==> config.mk <==
export PLATFORM = sky130hd
export DESIGN_NAME = fetch_sequencer
export DESIGN_NICKNAME = d
export VERILOG_FILES = /design/src/rtl/fetch_sequencer.sv
export SDC_FILE = /design/constraint.sdc
export NUM_CORES = 1
export LEC_CHECK = 0
export ABC_AREA = 1
export CORE_MARGIN = 4
export CORE_UTILIZATION = 37
export CTS_BUF_LIST = sky130_fd_sc_hd__clkbuf_8
export CTS_CLUSTER_SIZE = 14
export DETAILED_ROUTE_END_ITERATION = 8
export PLACE_DENSITY = 0.74
export SYNTH_ARGS = -nofsm -noshare
export SYNTH_HDL_FRONTEND = slang
export SYNTH_SLANG_ARGS = --single-unit
==> constraint.sdc <==
create_clock -name CLK -period 2.5 [get_ports CLK]
set_input_delay 0.5 -clock CLK [delete_from_list [all_inputs] [get_ports CLK]]
set_output_delay 0.5 -clock CLK [all_outputs]
set_load 0.1 [all_outputs]
==> src/rtl/fetch_sequencer.sv <==
// Instruction sequencer: owns the PC, start/load/halt flow, branch target
// selection, data-memory wait stalls and the committed-instruction counter.
module fetch_sequencer #(
  parameter int PC_W    = 8,
  parameter int INSTR_W = 9,
  parameter int CNT_W   = 16,
  parameter logic [INSTR_W-1:0] HALT_WORD = {INSTR_W{1'b1}}
) (
  input  logic               CLK,
  input  logic               Reset_N,
  input  logic               Start,
  input  logic [PC_W-1:0]    Start_Addr,
  input  logic [INSTR_W-1:0] InstrIn,
  input  logic               Branch,
  input  logic               Zero,
  input  logic               BrMode,
  input  logic [PC_W-1:0]    BrTarget,
  input  logic               MemAccess,
  input  logic               MemReady,
  output logic [PC_W-1:0]    PC,
  output logic               ExecEn,
  output logic               Busy,
  output logic               Done,
  output logic [CNT_W-1:0]   InstrCount
);

  typedef enum logic [2:0] {
    S_IDLE = 3'd0,
    S_LOAD = 3'd1,
    S_RUN  = 3'd2,
    S_WAIT = 3'd3,
    S_HALT = 3'd4
  } state_t;

  localparam logic [PC_W-1:0]  PC_ONE  = {{(PC_W-1){1'b0}}, 1'b1};
  localparam logic [CNT_W-1:0] CNT_ONE = {{(CNT_W-1){1'b0}}, 1'b1};
  localparam logic [CNT_W-1:0] CNT_MAX = {CNT_W{1'b1}};

  state_t            state_q, state_d;
  logic [PC_W-1:0]   pc_q, pc_d;
  logic [CNT_W-1:0]  cnt_q, cnt_d;
  logic              busy_q, busy_d;
  logic              done_q, done_d;

  logic              is_halt;
  logic              stall;
  logic              active;
  logic              exec_en;

  assign is_halt = (InstrIn == HALT_WORD);
  assign stall   = MemAccess & ~MemReady;
  assign active  = (state_q == S_RUN) || (state_q == S_WAIT);

  // State register
  always_ff @(posedge CLK) begin
    if (!Reset_N) begin
      state_q <= S_IDLE;
      pc_q    <= '0;
      cnt_q   <= '0;
      busy_q  <= 1'b0;
      done_q  <= 1'b0;
    end else begin
      state_q <= state_d;
      pc_q    <= pc_d;
      cnt_q   <= cnt_d;
      busy_q  <= busy_d;
      done_q  <= done_d;
    end
  end

  // Next-state logic; Start overrides every state and aborts a held instruction
  always_comb begin
    state_d = state_q;
    pc_d    = pc_q;
    cnt_d   = cnt_q;
    if (Start) begin
      state_d = S_LOAD;
      pc_d    = Start_Addr;
      cnt_d   = '0;
    end else begin
      case (state_q)
        S_IDLE: state_d = S_IDLE;
        S_LOAD: state_d = S_RUN;
        S_RUN, S_WAIT: begin
          if (is_halt) begin
            state_d = S_HALT;
          end else if (stall) begin
            state_d = S_WAIT;
          end else begin
            state_d = S_RUN;
            if (Branch && Zero) pc_d = BrMode ? BrTarget : (pc_q + BrTarget);
            else                pc_d = pc_q + PC_ONE;
            if (cnt_q != CNT_MAX) cnt_d = cnt_q + CNT_ONE;
          end
        end
        S_HALT:  state_d = S_HALT;
        default: state_d = S_IDLE;
      endcase
    end
  end

  // Output logic: combinational commit strobe plus next values of status flags
  always_comb begin
    exec_en = active && !Start && !is_halt && !stall;
    busy_d  = (state_d == S_RUN) || (state_d == S_WAIT);
    done_d  = (state_d == S_HALT);
  end

  assign PC         = pc_q;
  assign ExecEn     = exec_en;
  assign Busy       = busy_q;
  assign Done       = done_q;
  assign InstrCount = cnt_q;

endmodule

==> results.cfg, run 1 <==
[drt]
first_pass_iters = 5
drtIter0Drc = 106
post_drt_wl_per_cell_um = 11.0
drc = 0
wirelength_um = 5240
vias_per_cell = 4.84
num_vias = 2298
drtAntennaViolNets = 0

[floorplanning]
io_pins = 60
die_h_um = 83.5
coreArea_mm2 = 0.00551
die-area_mm2 = 0.00697
std_cell_rows = 27
die_x_um = 83.5
initial_utilization = 0.383

[clock_tree]
cts.path.max_buffers = 2
cts_root_buf = clkbuf_8
clk_latency_ns = 0.27
cts_tree = yes
numCtsBuffers = 5
cts_sinks = 29
postCtsSetupBuffers = 0
cts_resized = 0
holdBufCountCts = 0
htree_levels = 2
path_clk_slew_ns = 0.06

[hold_path]
hold_start = InstrCount[3]$_SDFFE_PP0P_
min_path_type = flip-flop to flip-flop
holdPathStages = 2
min_to = InstrCount[3]$_SDFFE_PP0P_

[layout]
drive_gt1_frac = 0.127
syn_to_final_growth_pct = 33.7
fin_nets = 446
diodes = 0

[logic_synthesis]
yosys_warnings = 0
netlist_instances = 339
syn_nets = 382
synth_flop_cell = dfxtp_1
syn_area_mm2 = 0.00211
post-synth-top-area-fraction = 0.275
yosysSeqAreaShare = 0.275
ys_seq_elements = 29
yosys.area.top_type = dfxtp_1
synth_edf_count = 0
syn_area_per_cell_um2 = 6.22
yosys-top-cells-area = dfxtp_1, nand2_1, a21oi_1
async_reset_ff_frac = 0
synth_cell_type_count = 28

[critical_path]
crit_path_end_kind = output pin
rrSetupSlack_ns = 0.63
worstPathRequired_ns = 2.00
rr_startpoint = PC[0]$_SDFFE_PN0P_
arrival_ns = 1.75
rr_endpoint = PC[6]$_SDFFE_PN0P_
worst-setup-path-type = primary input to output pin
cp-start-kind = primary input
reg2reg_depth = 14
critPathMaxFanout = 4

[placement]
hpwl_um = 4170
numPortBuffers = 59
place.gp.congestion = 0.918

[grt]
grt_max_degree = 20
grtUsageTotal = 0.152
overflow = 0
grt_pass1_wl_um = 9110
grt_pass1_vias = 2100
grt_antenna_before_repair = 0

[timing]
fmax_mhz = 444
finalSetupViolCount = 0
hold_ws_ns = 0.498
final_hold_viol_count = 0
min_period_ns = 2.25
fin_worst_skew_ns = 0.0121
drv_slew = 0
fin_crit_sh = 0.901
rsz0062_at_grt = no
tns_ns = 0
timing.slew.headroom = 0.751
tightest_slew_ns = 0.373

[status]
outcome = finished, final reports clean

[power]
p_per_area_mw_per_mm2 = 428
leakagePower_nw = 1.25
irDropWorstVdd_mv = 0.187

[job]
maxCapViolCount = 0
[synth_stat cells (5+ instances only)]
| master | n |
|---|---|
| inv_1 | 32 |
| o21ai_0 | 11 |
| nand2_1 | 106 |
| xnor2_1 | 8 |
| a21oi_1 | 35 |
| nor2_1 | 44 |
| dfxtp_1 | 29 |
| xor2_1 | 9 |
| clkbuf_1 | 5 |
| ha_1 | 9 |
| nand3_1 | 21 |
[stage by stage]
step                area [um2]  power, mW  utilization  setup WS, ns  cells
global route              2820       1.28        0.512         0.122    475
finish                    2820       1.21        0.512         0.247    475
CTS                       2820       1.22        0.512         0.246    475
floorplan                 2110      0.731            -        0.0540    339
global placement          2730      0.837        0.496         0.136    468
detailed placement        2730      0.842        0.496         0.107    468
[cell usage in the layout (no fill, tap or decap)]
cell type	n
nand4_2	1
xnor2_1	8
a21oi_1	35
dfxtp_1	29
clkbuf_8	6
nor2_2	2
o221ai_1	1
inv_1	33
a31oi_1	3
nor2_4	1
xor2_1	9
o21ai_0	11
ha_1	9
and3_1	1
nand2_4	1
nand4_1	3
buf_12	1
fa_1	1
nand3b_1	3
clkinv_1	1
nor3_1	3
nand2_2	1
clkdlybuf4s50_1	32
nor3_2	2
nand3_1	21
nand2_1	106
inv_2	2
nor2_1	43
or2_2	3
buf_4	31
[routing by layer]
layer  GRT usage  vias to the layer above  share of wire
li1            -                     1216              -
met1       0.197                     1021           0.48
met5           0                        -              0
met4      0.0453                        0         0.0078
met2       0.253                       59           0.45
met3      0.0326                        2          0.057
[worst max-delay path, stage by stage]
cell and delay, ns:
clkdlybuf4s50_1 0.45, nand2_1 0.05, nor3_1 0.25, nand2_1 0.15, nand3_1 0.13, nor2_2 0.06, buf_12 0.17
[area by class of cell]
type / instances / area, um2
timing repair buffer: 64 / 573
inverter: 35 / 131
multi-input combinational: 268 / 1360
clock inverter: 1 / 3.75
tap: 72 / 90.1
clock buffer: 6 / 82.6
fill: 560 / 2690
sequential: 29 / 581
[report_power, final]
part,internal [mW],switching [mW],leakage (nW)
logic,0.129,0.211,0.965
registers,0.475,0.0172,0.236
clock network,0.214,0.162,0.0485
total,0.818,0.390,1.25
[flip-flops by register name, summed over array words and instances, names as in the netlist]
register and cells:
Busy 1, PC 8, InstrCount 16, state_q 3, Done 1
[worst max path at each step]
| stage | from | to | slack, ns | cells after the start |
|---|---|---|---|---|
| after global placement | BrTarget[0] | PC[6]$_SDFFE_PN0P_ | 0.14 | 14 |
| after floorplan | PC[0]$_SDFFE_PN0P_ | PC[6]$_SDFFE_PN0P_ | 0.05 | 13 |
| after CTS | InstrIn[1] | ExecEn | 0.25 | 7 |
| final | InstrIn[1] | ExecEn | 0.25 | 7 |
| after detailed placement | BrTarget[0] | PC[6]$_SDFFE_PN0P_ | 0.11 | 15 |
| after global routing | InstrIn[1] | ExecEn | 0.12 | 7 |
[kinds of logic after synthesis]
group | share of synthesized area
AO/OA/AOI/OAI | 0.122
AND/OR/NAND/NOR | 0.387
buffers and inverters | 0.0819
XOR/XNOR | 0.0706
adder cells (fa/ha/maj) | 0.0629
flip-flops | 0.275
Power figures use the tool's default switching activity.
==> run 2, diff against run 1 <==
RECOVER_POWER = 100   (was not set)
clock period = 2.81 ns   (was 2.5 ns; I/O delays follow)
==> results.cfg, run 2 (same netlist as run 1, synthesis figures left out) <==
[power]
leakagePower_nw = 1.13
irDropWorstVdd_mv = 0.189
p_per_area_mw_per_mm2 = 388

[timing]
min_period_ns = 2.43
fmax_mhz = 411
rsz0062_at_grt = no
tns_ns = 0
timing.slew.headroom = 0.221
tightest_slew_ns = 1.17
fin_worst_skew_ns = 0.0105
final_hold_viol_count = 0
finalSetupViolCount = 0
drv_slew = 0
hold_ws_ns = 0.508
fin_crit_sh = 0.866

[grt]
grt_antenna_before_repair = 0
grt_pass1_vias = 2137
overflow = 0
grtUsageTotal = 0.156
grt_max_degree = 20
grt_pass1_wl_um = 9190

[drt]
vias_per_cell = 4.79
post_drt_wl_per_cell_um = 11.4
drc = 0
drtAntennaViolNets = 0
first_pass_iters = 4
num_vias = 2268
wirelength_um = 5390
drtIter0Drc = 148

[layout]
fin_nets = 443
diodes = 0
layout_commonest_cell = nand2_1
instances_no_fill = 473
syn_to_final_growth_pct = 27.7
ff_latch_area_um2 = 581
mostFrequentLayoutCells = nand2_1, nor2_1, inv_1, a21oi_1
design_area_mm2 = 0.00269
largest_register_ffs = 16
num-fill-cells = 620
drive_gt1_frac = 0.0499
multiInputGateArea_mm2 = 0.00136

[floorplanning]
coreArea_mm2 = 0.00551
std_cell_rows = 27
die-area_mm2 = 0.00697
die_x_um = 83.5
die_h_um = 83.5
initial_utilization = 0.383
io_pins = 60

[placement]
dpl-instance-area_mm2 = 0.00271
numPortBuffers = 59
dp.cells = 465
place.gp.congestion = 0.896
hpwl_um = 4210

[critical_path]
arrival_ns = 1.87
worst-setup-path-type = primary input to output pin
reg2reg_depth = 10
cp-start-kind = primary input
worstPathRequired_ns = 2.25
rrSetupSlack_ns = 0.81
crit_path_end_kind = output pin
critPathMaxFanout = 4

[clock_tree]
numCtsBuffers = 5
holdBufCountCts = 0
cts_sinks = 29
postCtsSetupBuffers = 0
cts_tree = yes
htree_levels = 2
clk_latency_ns = 0.28
cts_resized = 0
cts_root_buf = clkbuf_8
cts.path.max_buffers = 2
path_clk_slew_ns = 0.07

[job]
maxCapViolCount = 0

[hold_path]
min_path_type = flip-flop to flip-flop
holdPathStages = 2

[status]
outcome = finished, final reports clean
run 2: cell count changes in the layout (fill, tap and decap cells not counted), sizes merged:
| cell | change |
|---|---|
| dlygate4sd3 | +3 |
| clkinv | +2 |
| clkbuf | +25 |
| buf | -29 |
| clkdlybuf4s50 | -3 |
run 2: report_power, final:
| group | internal (mW) | total, mW | leakage, nW | switching [mW] |
|---|---|---|---|---|
| clock network | 0.167 | 0.318 | 0.0491 | 0.151 |
| registers | 0.423 | 0.440 | 0.236 | 0.0173 |
| logic | 0.102 | 0.287 | 0.847 | 0.185 |
run 2: through the flow:
stage                     total power, mW  setup WS [ns]  utilization
after global routing                 1.11          0.214        0.489
after global placement              0.741          0.370        0.492
after floorplan                     0.650         0.0568            -
after detailed placement            0.745          0.326        0.492
final                                1.05          0.375        0.489
after CTS                            1.07          0.439        0.507
run 2: worst paths after layout:
path | startpoint | end
worst max-delay path | InstrIn[1] | ExecEn
worst min-delay path | InstrCount[3]$_SDFFE_PP0P_ | InstrCount[3]$_SDFFE_PP0P_
worst max register to register | InstrCount[0]$_SDFFE_PP0P_ | InstrCount[11]$_SDFFE_PP0P_
worst min register to register | InstrCount[3]$_SDFFE_PP0P_ | InstrCount[3]$_SDFFE_PP0P_
run 2: layer usage:
layer | up-vias | global-route usage | part of all wire
li1 | 1211 | - | -
met1 | 995 | 0.202 | 0.48
met2 | 53 | 0.249 | 0.45
met3 | 9 | 0.0355 | 0.049
met4 | 0 | 0.0643 | 0.018
met5 | - | 0 | 0
run 2: cell type report:
type | instances | area share
Multi-Input combinational cell | 268 | 0.503
Sequential cell | 29 | 0.216
Timing Repair Buffer | 61 | 0.168
Inverter | 35 | 0.0488
Tap cell | 72 | 0.0334
Clock buffer | 5 | 0.0255
Clock inverter | 3 | 0.00511
run 2: worst max-delay path, cell delays in order:
cell and delay [ns]:
dlygate4sd3_1 0.52, nand2_1 0.05, nor3_1 0.23, nand2_1 0.15, nand3_1 0.12, nor2_1 0.07, buf_12 0.17
==> run 3, diff against run 2 <==
CORE_MARGIN = not set   (was 4)
GPL_TIMING_DRIVEN = 0   (was not set)
REMOVE_ABC_BUFFERS = 1   (was not set)
==> results.cfg, run 3 (same netlist as run 1, synthesis figures left out) <==
[critical_path]
cp-start-kind = primary input
arrival_ns = 2.04
cp_top_family = buffers and inverters
worst-setup-path-type = primary input to output pin
critical_path_buf_inv_count = 2
worstPathRequired_ns = 2.25
critPathMaxFanout = 4
path_cells = dlygate4sd3_1, nand2_1, nor3_1, nand2_1, nand3_1, nor2_1, buf_2
crit_top_cell = nand2_1
slowest_delay_ns = 0.52
crit_path_end_kind = output pin
crit_slowest_cell = dlygate4sd3_1

[timing]
setup_slack_ns = 0.207
rsz0062_at_grt = no
fmax_mhz = 384
min_period_ns = 2.60
fin_crit_sh = 0.926
fin_worst_skew_ns = 0.00758
timing.slew.headroom = 0.344
finalSetupViolCount = 0
tns_ns = 0
final_hold_viol_count = 0
drv_slew = 0
tightest_slew_ns = 0.980

[placement]
pre_cts_slack_ns = -0.410
place.gp.congestion = 0.832
dp.cells = 463
hpwl_um = 3940
dpl-instance-area_mm2 = 0.00275
numPortBuffers = 59

[hold_path]
min_path_type = flip-flop to flip-flop

[drt]
highest_layer = met4
vias_per_cell = 4.72
met2_wirelength_um = 2280
drc = 0
met3_length_um = 212
drtAntennaViolNets = 0
post_drt_wl_per_cell_um = 11.0
first_pass_iters = 4
m1WireLength_um = 2570
wirelength_um = 5180
num_vias = 2224
drtIter0Drc = 100

[clock_tree]
cts_root_buf = clkbuf_8
cts_tree = yes
clk_latency_ns = 0.28
cts.path.max_buffers = 2
path_clk_slew_ns = 0.06
htree_levels = 2
cts_sinks = 29
numCtsBuffers = 5

[floorplanning]
die-area_mm2 = 0.00601
std_cell_rows = 27
io_pins = 60
die_h_um = 77.5
initial_utilization = 0.383
die_x_um = 77.5
coreArea_mm2 = 0.00551

[power]
irDropWorstVdd_mv = 0.203
power_switching_mw = 0.354
power.share.sequential = 0.418
switching_share = 0.337
combPwrFrac = 0.277
p_int_mw = 0.698
leakagePower_nw = 1.26
p_total_mw = 1.05
p_per_area_mw_per_mm2 = 372
pwr-share-clk = 0.305

[grt]
grt_max_degree = 20
grt_pass1_wl_um = 8450
overflow = 0
grtUsageTotal = 0.172
grt_pass1_vias = 1960
grt_antenna_before_repair = 0

[layout]
fin_nets = 441
syn_to_final_growth_pct = 34.0
drive_gt1_frac = 0.0451
largest_register_ffs = 16
mostFrequentLayoutCells = nand2_1, nor2_1, inv_1, a21oi_1
design_area_mm2 = 0.00283
diodes = 0
num-fill-cells = 571
layout_commonest_cell = nand2_1
instances_no_fill = 471

[status]
outcome = finished, final reports clean

[job]
maxCapViolCount = 0
run 3: area by class of cell:
| class | count | area, um2 | share of cell area |
|---|---|---|---|
| inverters | 35 | 131 | 0.0465 |
| clock buffers | 5 | 68.8 | 0.0243 |
| flip-flops and latches | 29 | 581 | 0.205 |
| repair buffers | 59 | 586 | 0.207 |
| well taps | 72 | 90.1 | 0.0319 |
| clock inverters | 3 | 13.8 | 0.00487 |
| multi-input cells | 268 | 1360 | 0.480 |
run 3: worst register-to-register path, stage by stage (launching register included):
cell and delay (ns):
dfxtp_1 0.44, ha_1 0.25, nand2_2 0.10, nor2_4 0.11, nand4_2 0.11, nor3_2 0.15, nor2_1 0.09, nand2_4 0.17
inv_1 0.28, nand2_1 0.14, a21oi_1 0.07
run 3: final timing paths:
path / from / endpoint / slack, ns / depth (start not counted)
max: InstrIn[1] / ExecEn / 0.21 / 7
min: InstrCount[3]$_SDFFE_PP0P_ / InstrCount[3]$_SDFFE_PP0P_ / 0.50 / 2
max reg2reg: InstrCount[0]$_SDFFE_PP0P_ / InstrCount[15]$_SDFFE_PP0P_ / 0.76 / 10
min reg2reg: InstrCount[3]$_SDFFE_PP0P_ / InstrCount[3]$_SDFFE_PP0P_ / 0.50 / 2
run 3: metal layers:
layer	GRT usage	vias up
met5	0	-
met4	0.0679	0
met3	0.0353	11
met2	0.283	47
met1	0.219	967
li1	-	1199
run 3: per-stage QoR:
step | hold slack (ns) | utilization
2_1_floorplan | 0.484 | -
3_3_place_gp | 0.492 | 0.499
3_5_place_dp | 0.497 | 0.499
4_1_cts | 0.505 | 0.514
5_1_grt | 0.520 | 0.513
6_report | 0.503 | 0.513
run 3: what timing repair did:
item | CTS | global route
setup endpoints to repair | 1 | 1
setup buffers | 0 | 0
gates resized for setup | 3 | 2
endpoints found under the hold margin | 0 | 0
gates cloned | 0 | 0
hold buffers | 0 | 0
run 3: power by group through the flow:
stage	Sequential, mW	Clock (mW)	Combinational (mW)
2_1_floorplan	0.517	0	0.128
3_3_place_gp	0.449	0	0.290
3_5_place_dp	0.450	0	0.296
4_1_cts	0.441	0.329	0.297
5_1_grt	0.442	0.349	0.319
6_report	0.440	0.321	0.291
